$ cat config.mk
export PLATFORM = sky130hd
export DESIGN_NAME = image_proc_sequencer_flat
export DESIGN_NICKNAME = d
export VERILOG_FILES = /design/src/rtl/image_proc_sequencer_if.sv /design/src/rtl/image_proc_sequencer.sv /design/src/flat_wrapper.sv
export SDC_FILE = /design/constraint.sdc
export NUM_CORES = 1
export LEC_CHECK = 0
export CORE_ASPECT_RATIO = 0.75
export CORE_MARGIN = 3
export CORE_UTILIZATION = 45
export CTS_BUF_LIST = sky130_fd_sc_hd__clkbuf_2
export CTS_CLUSTER_SIZE = 10
export DETAILED_ROUTE_END_ITERATION = 8
export PLACE_DENSITY = 0.74
export SLEW_MARGIN = 40
export SYNTH_ARGS = -nofsm -noshare
export SYNTH_HDL_FRONTEND = slang
export SYNTH_SLANG_ARGS = --single-unit
$ cat constraint.sdc
create_clock -name clk -period 8.7 [get_ports clk]
set_input_delay 1.74 -clock clk [delete_from_list [all_inputs] [get_ports clk]]
set_output_delay 1.74 -clock clk [all_outputs]
set_load 0.01 [all_outputs]
$ cat src/rtl/image_proc_sequencer_if.sv
// Bus bundle between the sequencer and its neighbours: the frame-memory
// read/write ports and the cell processor's extPorts side.
//   master : sequencer side (drives strobes, addresses, processor operands)
//   slave  : memory/processor side (drives read data and processedPixel)
interface image_proc_sequencer_if #(
  parameter int unsigned PIXEL_DEPTH  = 8,
  parameter int unsigned OPCODE_WIDTH = 4,
  parameter int unsigned ADDR_WIDTH   = 16
);
  logic                    rd_en;
  logic [ADDR_WIDTH-1:0]   rd_addr_a;
  logic [ADDR_WIDTH-1:0]   rd_addr_b;
  logic [PIXEL_DEPTH-1:0]  rd_data_a;
  logic [PIXEL_DEPTH-1:0]  rd_data_b;
  logic                    wr_en;
  logic [ADDR_WIDTH-1:0]   wr_addr;
  logic [PIXEL_DEPTH-1:0]  wr_data;
  logic [PIXEL_DEPTH-1:0]  pixelA;
  logic [PIXEL_DEPTH-1:0]  pixelB;
  logic [PIXEL_DEPTH-1:0]  userInputA;
  logic [OPCODE_WIDTH-1:0] opcode;
  logic [PIXEL_DEPTH-1:0]  processedPixel;

  modport master (
    output rd_en, rd_addr_a, rd_addr_b,
    input  rd_data_a, rd_data_b,
    output wr_en, wr_addr, wr_data,
    output pixelA, pixelB, userInputA, opcode,
    input  processedPixel
  );

  modport slave (
    input  rd_en, rd_addr_a, rd_addr_b,
    output rd_data_a, rd_data_b,
    input  wr_en, wr_addr, wr_data,
    input  pixelA, pixelB, userInputA, opcode,
    output processedPixel
  );
endinterface

$ cat src/rtl/image_proc_sequencer.sv
// Sequences the cell processor over a block of pixels. A start latches the run
// configuration; each index then reads pixelA/pixelB from two source regions,
// presents them to the processor, and writes processedPixel to the destination.
// Ports:
//   clk, rst           clock; asynchronous active-low reset
//   i_start, i_abort   run control (start sampled only in idle)
//   i_cfg_*            run configuration, latched on start
//   o_busy, o_done     high outside idle; one-cycle completion pulse
//   bus (master)       frame-memory read/write ports and processor operands
// All outputs are registered.
module image_proc_sequencer #(
  parameter int unsigned PIXEL_DEPTH  = 8,
  parameter int unsigned OPCODE_WIDTH = 4,
  parameter int unsigned ADDR_WIDTH   = 16,
  parameter int unsigned PROC_LATENCY = 1
) (
  input  logic                    clk,
  input  logic                    rst,
  input  logic                    i_start,
  input  logic                    i_abort,
  input  logic [OPCODE_WIDTH-1:0] i_cfg_opcode,
  input  logic [PIXEL_DEPTH-1:0]  i_cfg_user,
  input  logic [ADDR_WIDTH-1:0]   i_cfg_num_pixels,
  input  logic [ADDR_WIDTH-1:0]   i_cfg_src_a_base,
  input  logic [ADDR_WIDTH-1:0]   i_cfg_src_b_base,
  input  logic [ADDR_WIDTH-1:0]   i_cfg_dst_base,
  output logic                    o_busy,
  output logic                    o_done,
  image_proc_sequencer_if.master  bus
);

  localparam int unsigned CntW = (PROC_LATENCY > 1) ? $clog2(PROC_LATENCY) : 1;

  typedef enum logic [2:0] {
    StIdle,
    StRead,
    StLoad,
    StProc,
    StWrite,
    StDone
  } state_e;

  state_e                  r_state;
  logic [ADDR_WIDTH-1:0]   r_idx;
  logic [CntW-1:0]         r_proc_cnt;
  logic [ADDR_WIDTH-1:0]   r_num;
  logic [ADDR_WIDTH-1:0]   r_src_a;
  logic [ADDR_WIDTH-1:0]   r_src_b;
  logic [ADDR_WIDTH-1:0]   r_dst;

  logic                    r_rd_en;
  logic [ADDR_WIDTH-1:0]   r_rd_addr_a;
  logic [ADDR_WIDTH-1:0]   r_rd_addr_b;
  logic                    r_wr_en;
  logic [ADDR_WIDTH-1:0]   r_wr_addr;
  logic [PIXEL_DEPTH-1:0]  r_wr_data;
  logic [PIXEL_DEPTH-1:0]  r_pixel_a;
  logic [PIXEL_DEPTH-1:0]  r_pixel_b;
  logic [PIXEL_DEPTH-1:0]  r_user;
  logic [OPCODE_WIDTH-1:0] r_opcode;
  logic                    r_busy;
  logic                    r_done;

  logic [ADDR_WIDTH-1:0]   w_idx_next;
  logic [ADDR_WIDTH-1:0]   w_num_m1;
  logic                    w_last;

  assign w_idx_next = r_idx + 1'b1;
  assign w_num_m1   = r_num - 1'b1;
  assign w_last     = (r_idx == w_num_m1);

  always_ff @(posedge clk or negedge rst) begin
    if (!rst) begin
      r_state     <= StIdle;
      r_idx       <= '0;
      r_proc_cnt  <= '0;
      r_num       <= '0;
      r_src_a     <= '0;
      r_src_b     <= '0;
      r_dst       <= '0;
      r_rd_en     <= 1'b0;
      r_rd_addr_a <= '0;
      r_rd_addr_b <= '0;
      r_wr_en     <= 1'b0;
      r_wr_addr   <= '0;
      r_wr_data   <= '0;
      r_pixel_a   <= '0;
      r_pixel_b   <= '0;
      r_user      <= '0;
      r_opcode    <= '0;
      r_busy      <= 1'b0;
      r_done      <= 1'b0;
    end else begin
      // Strobes are single-cycle pulses; each state that needs one re-asserts it.
      r_rd_en <= 1'b0;
      r_wr_en <= 1'b0;
      r_done  <= 1'b0;
      if ((r_state != StIdle) && i_abort) begin
        // Abort beats every in-run transition, so no write or done can follow.
        r_state <= StIdle;
        r_busy  <= 1'b0;
      end else begin
        unique case (r_state)
          StIdle: begin
            if (i_start) begin
              r_num    <= i_cfg_num_pixels;
              r_src_a  <= i_cfg_src_a_base;
              r_src_b  <= i_cfg_src_b_base;
              r_dst    <= i_cfg_dst_base;
              r_opcode <= i_cfg_opcode;
              r_user   <= i_cfg_user;
              r_idx    <= '0;
              r_busy   <= 1'b1;
              if (i_cfg_num_pixels == '0) begin
                r_state <= StDone;
                r_done  <= 1'b1;
              end else begin
                r_state     <= StRead;
                r_rd_en     <= 1'b1;
                r_rd_addr_a <= i_cfg_src_a_base;
                r_rd_addr_b <= i_cfg_src_b_base;
              end
            end
          end
          StRead: begin
            r_state <= StLoad;
          end
          StLoad: begin
            r_pixel_a  <= bus.rd_data_a;
            r_pixel_b  <= bus.rd_data_b;
            r_proc_cnt <= CntW'(PROC_LATENCY - 1);
            r_state    <= StProc;
          end
          StProc: begin
            if (r_proc_cnt == '0) begin
              r_state   <= StWrite;
              r_wr_en   <= 1'b1;
              r_wr_addr <= r_dst + r_idx;
              r_wr_data <= bus.processedPixel;
            end else begin
              r_proc_cnt <= r_proc_cnt - 1'b1;
            end
          end
          StWrite: begin
            if (w_last) begin
              r_state <= StDone;
              r_done  <= 1'b1;
            end else begin
              r_idx       <= w_idx_next;
              r_state     <= StRead;
              r_rd_en     <= 1'b1;
              r_rd_addr_a <= r_src_a + w_idx_next;
              r_rd_addr_b <= r_src_b + w_idx_next;
            end
          end
          StDone: begin
            r_state <= StIdle;
            r_busy  <= 1'b0;
          end
          default: begin
            r_state <= StIdle;
            r_busy  <= 1'b0;
          end
        endcase
      end
    end
  end

  assign bus.rd_en      = r_rd_en;
  assign bus.rd_addr_a  = r_rd_addr_a;
  assign bus.rd_addr_b  = r_rd_addr_b;
  assign bus.wr_en      = r_wr_en;
  assign bus.wr_addr    = r_wr_addr;
  assign bus.wr_data    = r_wr_data;
  assign bus.pixelA     = r_pixel_a;
  assign bus.pixelB     = r_pixel_b;
  assign bus.userInputA = r_user;
  assign bus.opcode     = r_opcode;
  assign o_busy         = r_busy;
  assign o_done         = r_done;

endmodule

$ cat src/flat_wrapper.sv
// flat-port wrapper written by rule: the top's interface ports become plain ports
module image_proc_sequencer_flat 
#(
  parameter int unsigned PIXEL_DEPTH  = 8,
  parameter int unsigned OPCODE_WIDTH = 4,
  parameter int unsigned ADDR_WIDTH   = 16,
  parameter int unsigned PROC_LATENCY = 1
)
  (clk, rst, i_start, i_abort, i_cfg_opcode, i_cfg_user, i_cfg_num_pixels, i_cfg_src_a_base, i_cfg_src_b_base, i_cfg_dst_base, o_busy, o_done, bus_rd_en, bus_rd_addr_a, bus_rd_addr_b, bus_rd_data_a, bus_rd_data_b, bus_wr_en, bus_wr_addr, bus_wr_data, bus_pixelA, bus_pixelB, bus_userInputA, bus_opcode, bus_processedPixel);
  image_proc_sequencer_if #(.PIXEL_DEPTH(PIXEL_DEPTH), .OPCODE_WIDTH(OPCODE_WIDTH), .ADDR_WIDTH(ADDR_WIDTH)) bus_i ();
  input  logic clk;
  input  logic rst;
  input  logic i_start;
  input  logic i_abort;
  input  logic [OPCODE_WIDTH-1:0] i_cfg_opcode;
  input  logic [PIXEL_DEPTH-1:0] i_cfg_user;
  input  logic [ADDR_WIDTH-1:0] i_cfg_num_pixels;
  input  logic [ADDR_WIDTH-1:0] i_cfg_src_a_base;
  input  logic [ADDR_WIDTH-1:0] i_cfg_src_b_base;
  input  logic [ADDR_WIDTH-1:0] i_cfg_dst_base;
  output logic o_busy;
  output logic o_done;
  output wire logic [$bits(bus_i.rd_en)-1:0] bus_rd_en;
  output wire logic [$bits(bus_i.rd_addr_a)-1:0] bus_rd_addr_a;
  output wire logic [$bits(bus_i.rd_addr_b)-1:0] bus_rd_addr_b;
  input wire logic [$bits(bus_i.rd_data_a)-1:0] bus_rd_data_a;
  input wire logic [$bits(bus_i.rd_data_b)-1:0] bus_rd_data_b;
  output wire logic [$bits(bus_i.wr_en)-1:0] bus_wr_en;
  output wire logic [$bits(bus_i.wr_addr)-1:0] bus_wr_addr;
  output wire logic [$bits(bus_i.wr_data)-1:0] bus_wr_data;
  output wire logic [$bits(bus_i.pixelA)-1:0] bus_pixelA;
  output wire logic [$bits(bus_i.pixelB)-1:0] bus_pixelB;
  output wire logic [$bits(bus_i.userInputA)-1:0] bus_userInputA;
  output wire logic [$bits(bus_i.opcode)-1:0] bus_opcode;
  input wire logic [$bits(bus_i.processedPixel)-1:0] bus_processedPixel;
  assign bus_rd_en = bus_i.rd_en;
  assign bus_rd_addr_a = bus_i.rd_addr_a;
  assign bus_rd_addr_b = bus_i.rd_addr_b;
  assign bus_i.rd_data_a = bus_rd_data_a;
  assign bus_i.rd_data_b = bus_rd_data_b;
  assign bus_wr_en = bus_i.wr_en;
  assign bus_wr_addr = bus_i.wr_addr;
  assign bus_wr_data = bus_i.wr_data;
  assign bus_pixelA = bus_i.pixelA;
  assign bus_pixelB = bus_i.pixelB;
  assign bus_userInputA = bus_i.userInputA;
  assign bus_opcode = bus_i.opcode;
  assign bus_i.processedPixel = bus_processedPixel;
  image_proc_sequencer #(.PIXEL_DEPTH(PIXEL_DEPTH), .OPCODE_WIDTH(OPCODE_WIDTH), .ADDR_WIDTH(ADDR_WIDTH), .PROC_LATENCY(PROC_LATENCY)) u_core (.clk(clk), .rst(rst), .i_start(i_start), .i_abort(i_abort), .i_cfg_opcode(i_cfg_opcode), .i_cfg_user(i_cfg_user), .i_cfg_num_pixels(i_cfg_num_pixels), .i_cfg_src_a_base(i_cfg_src_a_base), .i_cfg_src_b_base(i_cfg_src_b_base), .i_cfg_dst_base(i_cfg_dst_base), .o_busy(o_busy), .o_done(o_done), .bus(bus_i));
endmodule
Word-level counts from Yosys, hierarchy flattened
Index checks and enable logic that the tools add are counted.
{"block": "totals", "regBits": 172, "input_bits": 104, "output_inout_bits": 88, "word_cells": 88}
{"block": "classes", "add_sub_neg": 6, "eq_ne": 11, "mux": 35, "bitwise": 2, "reduce_logical": 15}
{"op": "16-bit 2-to-1 mux", "count": 8}
{"op": "16-bit one-hot mux with 2 select lines", "count": 3}
{"op": "16-bit adder", "count": 3}
{"op": "16-bit by 1-bit adder with 16-bit output, second input constant", "count": 1}
{"op": "16-bit == test", "count": 1}
{"op": "16-bit zero test", "count": 1}
{"op": "16-bit by 1-bit subtractor with 16-bit output, second input constant", "count": 1}
{"op": "3-bit 2-to-1 mux", "count": 5}
{"op": "3-bit one-hot mux with 5 select lines", "count": 1}
{"op": "1-bit 2-to-1 mux", "count": 14}
{"op": "1-bit one-hot mux with 2 select lines", "count": 4}
{"op": "2-bit AND reduction", "count": 4}
{"op": "3-bit by 2-bit == test with 1-bit output, second input constant", "count": 2}
{"op": "2-bit inequality test, second input constant", "count": 3}
{"op": "3-bit AND reduction", "count": 2}
{"op": "5-bit AND reduction", "count": 1}
{"op": "4-bit AND reduction", "count": 1}
{"op": "2-bit nonzero test", "count": 2}
{"op": "4-bit OR reduction", "count": 1}
{"op": "3-bit by 1-bit == test with 1-bit output, second input constant", "count": 1}
{"op": "3-bit == test, second input constant", "count": 1}
{"op": "3-bit zero test", "count": 1}
{"op": "3-bit by 2-bit inequality test with 1-bit output, second input constant", "count": 1}
{"op": "3-bit inequality test, second input constant", "count": 1}
{"op": "other kinds (5)", "count": 6}

Depth between registers and ports, before layout
{"block": "depth", "depth_word": 5, "ltp_mapped": 14, "ltp_nobuf": 14}

Worst setup path before layout
OpenSTA, ideal clock, no wires.
{"block": "synth_timing", "kind": "input port to flip-flop", "startpoint": "in i_cfg_num_pixels[2]", "endpoint": "reg u_core.r_rd_addr_a[10] (netlist: u_core.bus.rd_addr_a[10])", "setup_time_ps": 125, "t_arrival_ps": 3046, "required_ps": 8575, "slack_ps": 5529, "cell_stages": 8, "path_buffers": 2, "cell_sequence": "nor4_1 > nand4_1 > and2_1 > clkbuf_1 > nor2_4 > inv_2 > buf_6 > mux2_4"}
{"block": "synth_via", "elab_chain_len": 3}
{"item": "start, declared", "line": "flat_wrapper.sv:17", "source": "input logic [ADDR_WIDTH-1:0] i_cfg_num_pixels;"}
{"item": "16-bit zero test", "line": "image_proc_sequencer.sv:114", "source": "if (i_cfg_num_pixels == '0) begin"}
{"item": "2-bit inequality test (no source line)"}
{"item": "5-bit AND reduction (no source line)"}
{"item": "end signal, assigned", "line": "image_proc_sequencer.sv:120", "source": "r_rd_addr_a <= i_cfg_src_a_base;"}
{"item": "end signal, assigned", "line": "image_proc_sequencer.sv:152", "source": "r_rd_addr_a <= r_src_a + w_idx_next;"}
{"item": "end, declared", "line": "image_proc_sequencer.sv:52", "source": "logic [ADDR_WIDTH-1:0] r_rd_addr_a;"}
Every way passes these cells.
A chain may end at the register's enable or synchronous reset.

Worst setup path in the final report
{"block": "layout_timing", "startpoint": "in i_start", "endpoint": "reg u_core.r_rd_addr_b[10] (netlist: u_core.bus.rd_addr_b[10])"}
{"block": "layout_via", "elab_chain_len": 2}
{"item": "start, declared", "line": "flat_wrapper.sv:13", "source": "input logic i_start;"}
{"item": "2-bit inequality test (no source line)"}
{"item": "5-bit AND reduction (no source line)"}
{"item": "end signal, assigned", "line": "image_proc_sequencer.sv:121", "source": "r_rd_addr_b <= i_cfg_src_b_base;"}
{"item": "end signal, assigned", "line": "image_proc_sequencer.sv:153", "source": "r_rd_addr_b <= r_src_b + w_idx_next;"}
{"item": "end, declared", "line": "image_proc_sequencer.sv:53", "source": "logic [ADDR_WIDTH-1:0] r_rd_addr_b;"}
Every way passes these cells.

==> results.json <==
{
  "outcome": "complete, no violations",
  "synth-edff-count": 0,
  "critPathRequiredTime_ns": 9.40,
  "area_growth_pct": 25.13,
  "syn_area_per_cell_um2": 9.005,
  "dieHeight_um": 133.3,
  "p_per_area_nw_per_um2": 300.5,
  "hold_buffers": 0,
  "grt_pass1_vias": 8226,
  "hold_end": "u_core.bus.userInputA[0]",
  "globalplace.congestion": 0.9094,
  "synth.distinct_cells": 70,
  "timing.rr.end": "u_core.bus.rd_addr_b[10]",
  "async_flop_share_pct": 100.0,
  "tightestPinTransition_ns": 0.8239,
  "ys_top_cells_by_area": "dfrtp_1, nand2_1, ha_1, xnor2_1, xor2_1",
  "ys.flop_type": "dfrtp_1",
  "intPower_uw": 2190,
  "clock_latency_ns": 0.80,
  "fin_ws_ns": 4.630,
  "firstDrtPassIters": 5,
  "cts_tree": "yes",
  "initial_core_util_pct": 46.94,
  "cts_max_path_buffers": 2,
  "worstPathMaxFanout": 87,
  "grt_max_degree": 100,
  "die_x_um": 175.8,
  "grt_overflow": 0,
  "grt_pass1_wl_mm": 42.65,
  "cts_root_buffer": "clkbuf_2",
  "hp-class": "flip-flop to flip-flop",
  "r2r_setup_slack_ns": 4.69,
  "layout.nets": 1402,
  "seq_area_um2": 4279,
  "clk_pin_slew_ns": 0.26,
  "fin_crit_ns": 4.070,
  "dp_hpwl_mm": 18.56,
  "whs_path_depth": 2,
  "htree_levels": 4,
  "p_seq_share_pct": 38.2,
  "hold_violations": 0,
  "drc": 0,
  "cp.arrival_ns": 4.77,
  "grt_setup_unrepaired": "false",
  "seq_area_frac_synth_pct": 44.00,
  "post-place-ws_ns": 3.780,
  "drtIter0Drc": 664,
  "ios": 192,
  "min-delay-start": "u_core.bus.userInputA[0]",
  "numClockSinks": 171,
  "p_clk_share_pct": 13.7,
  "vias": 8334,
  "antenna_found_initial": 2,
  "fin_worst_skew_ns": 0.04130,
  "p_sw_share_pct": 40.12,
  "num_rows": 45,
  "syn_inst": 1080,
  "combPwrFrac_pct": 48.2,
  "layout_common_cells": "nand2_1, clkdlybuf4s50_1, dfrtp_1",
  "final.fill_count": 1856,
  "ctsResizeCount": 0,
  "ir_drop_mv": 0.1390,
  "r2r-start": "u_core.r_num[0]",
  "worstSetupEndpointType": "flip-flop",
  "report.final.slew_viol_count": 0,
  "switching_power_uw": 1467,
  "finalSetupViolCount": 0,
  "fmax_ghz": 0.2457,
  "netlist.area_leader.share_pct": 44.00,
  "routed_wl_mm": 25.84,
  "maxCapViolations": 0,
  "synth_top_area_cell": "dfrtp_1",
  "synth_warnings": 0,
  "ff2ff_path_depth": 12,
  "synth-seq-cells": 171,
  "coreArea_um2": 20720,
  "drive_gt1_share_pct": 6.979,
  "antenna_left": 0,
  "multi_input_area_um2": 5159,
  "avgRoutedWirePerCell_um": 16.74,
  "post-route-period-util_pct": 46.78,
  "max-slew-margin-rel_pct": 44.99,
  "port_buffers": 191,
  "viasPerCell": 5.398,
  "setup_tns_ns": 0,
  "netlist_area_um2": 9726,
  "post_cts_buffers": 0,
  "gr-usage-all-layers_pct": 22.42,
  "final_common_cell": "nand2_1",
  "leakagePower_uw": 0.005638,
  "syn-num-nets": 1234,
  "fp.dieArea_um2": 23430,
  "numCtsBuffers": 17,
  "crit_path_start_kind": "input port",
  "path_class": "input port to flip-flop"
}
## Yosys cell counts (7+ instances only)
| cell | number |
|---|---|
| dfrtp_1 | 171 |
| inv_1 | 21 |
| o21ai_1 | 11 |
| a31oi_1 | 15 |
| nor3_1 | 29 |
| a21oi_1 | 34 |
| mux2_2 | 19 |
| nand3_1 | 21 |
| a21o_1 | 13 |
| ha_1 | 47 |
| nor4_1 | 7 |
| nor2_1 | 38 |
| or3_1 | 8 |
| o21ai_0 | 52 |
| mux2_4 | 13 |
| clkbuf_1 | 40 |
| xor2_1 | 30 |
| nand2_1 | 338 |
| xnor2_1 | 38 |
## kinds of logic (layout without fill, tap and decap cells)
family / after synthesis / after routing / synth area share (%)
AOI/OAI and AO/OA: 184 / 184 / 12.17
xor gates and xnor gates: 69 / 69 / 6.355
adders and majority gates: 50 / 50 / 6.664
buffers and inverters: 72 / 253 / 3.126
DFF: 171 / 171 / 44.00
muxes: 44 / 44 / 5.558
other: 0 / 1 / 0
and+or+nand+nor: 490 / 490 / 22.13
## registers in the layout, indices dropped and copies added, names as in the netlist, 3 cells and up
| name | cells |
|---|---|
| u_core.bus.rd_addr_a | 16 |
| u_core.bus.pixelB | 8 |
| u_core.bus.wr_data | 8 |
| u_core.r_num | 16 |
| u_core.r_dst | 16 |
| u_core.r_src_a | 16 |
| u_core.r_idx | 16 |
| u_core.bus.opcode | 4 |
| u_core.r_state | 3 |
| u_core.bus.userInputA | 8 |
| u_core.bus.wr_addr | 16 |
| u_core.r_src_b | 16 |
| u_core.bus.rd_addr_b | 16 |
| u_core.bus.pixelA | 8 |
## routing by layer
layer | global-route usage, % | vias up | part of all wire [%]
li1 | - | 4041 | -
met1 | 32.69 | 3983 | 47
met2 | 34.01 | 284 | 44
met3 | 5.726 | 24 | 8.0
met4 | 4.440 | 2 | 1.1
met5 | 0 | - | 0.050
## stage by stage
step / std cells / power (uW) / cell area (um2) / hold slack (ns) / util (%)
after floorplan: 1080 / 2431 / 9726 / 0.4497 / -
after global placement: 1510 / 3115 / 11830 / 0.4567 / 57.10
after detailed placement: 1510 / 3168 / 11840 / 0.4618 / 57.15
after CTS: 1542 / 3673 / 12130 / 0.5195 / 58.53
after global routing: 1544 / 3933 / 12170 / 0.5389 / 58.73
final: 1544 / 3657 / 12170 / 0.5139 / 58.73
## final cells by class
cell class | count | area share, %
timing repair buffer | 199 | 16.50
clock inverter | 15 | 1.645
clock buffer | 17 | 0.6992
tap | 282 | 2.899
antenna | 1 | 0.02056
sequential | 171 | 35.16
multi-input combinational | 837 | 42.39
inverter | 22 | 0.6786
## worst max-delay path, stage by stage
cell             delay [ns]
clkdlybuf4s50_1        0.47
nand2b_1               0.12
nor2_4                 0.10
buf_6                  0.54
and2_1                 0.70
nor2_4                 0.04
inv_2                  0.62
mux2_1                 0.38
## how the worst max path moves through the flow
stage,startpoint,to,slack (ns),cells after the start
5_1_grt,i_start,u_core.bus.rd_addr_b[10],4.44,8
3_5_place_dp,i_start,u_core.bus.rd_addr_b[6],3.78,8
2_1_floorplan,i_cfg_num_pixels[2],u_core.bus.rd_addr_a[10],5.53,8
4_1_cts,i_start,u_core.bus.rd_addr_b[10],4.67,8
6_report,i_start,u_core.bus.rd_addr_b[10],4.63,8
3_3_place_gp,i_start,u_core.bus.rd_addr_b[7],3.62,8
## power by group through the flow
| stage | Sequential (uW) | Clock [uW] | Combinational [uW] |
|---|---|---|---|
| after floorplan | 1440 | 0 | 995 |
| after global placement | 1400 | 0 | 1720 |
| after detailed placement | 1410 | 0 | 1760 |
| after CTS | 1390 | 510 | 1770 |
| after global routing | 1440 | 543 | 1950 |
| final | 1400 | 500 | 1760 |
Note: power is estimated with default switching activity, not from simulation.
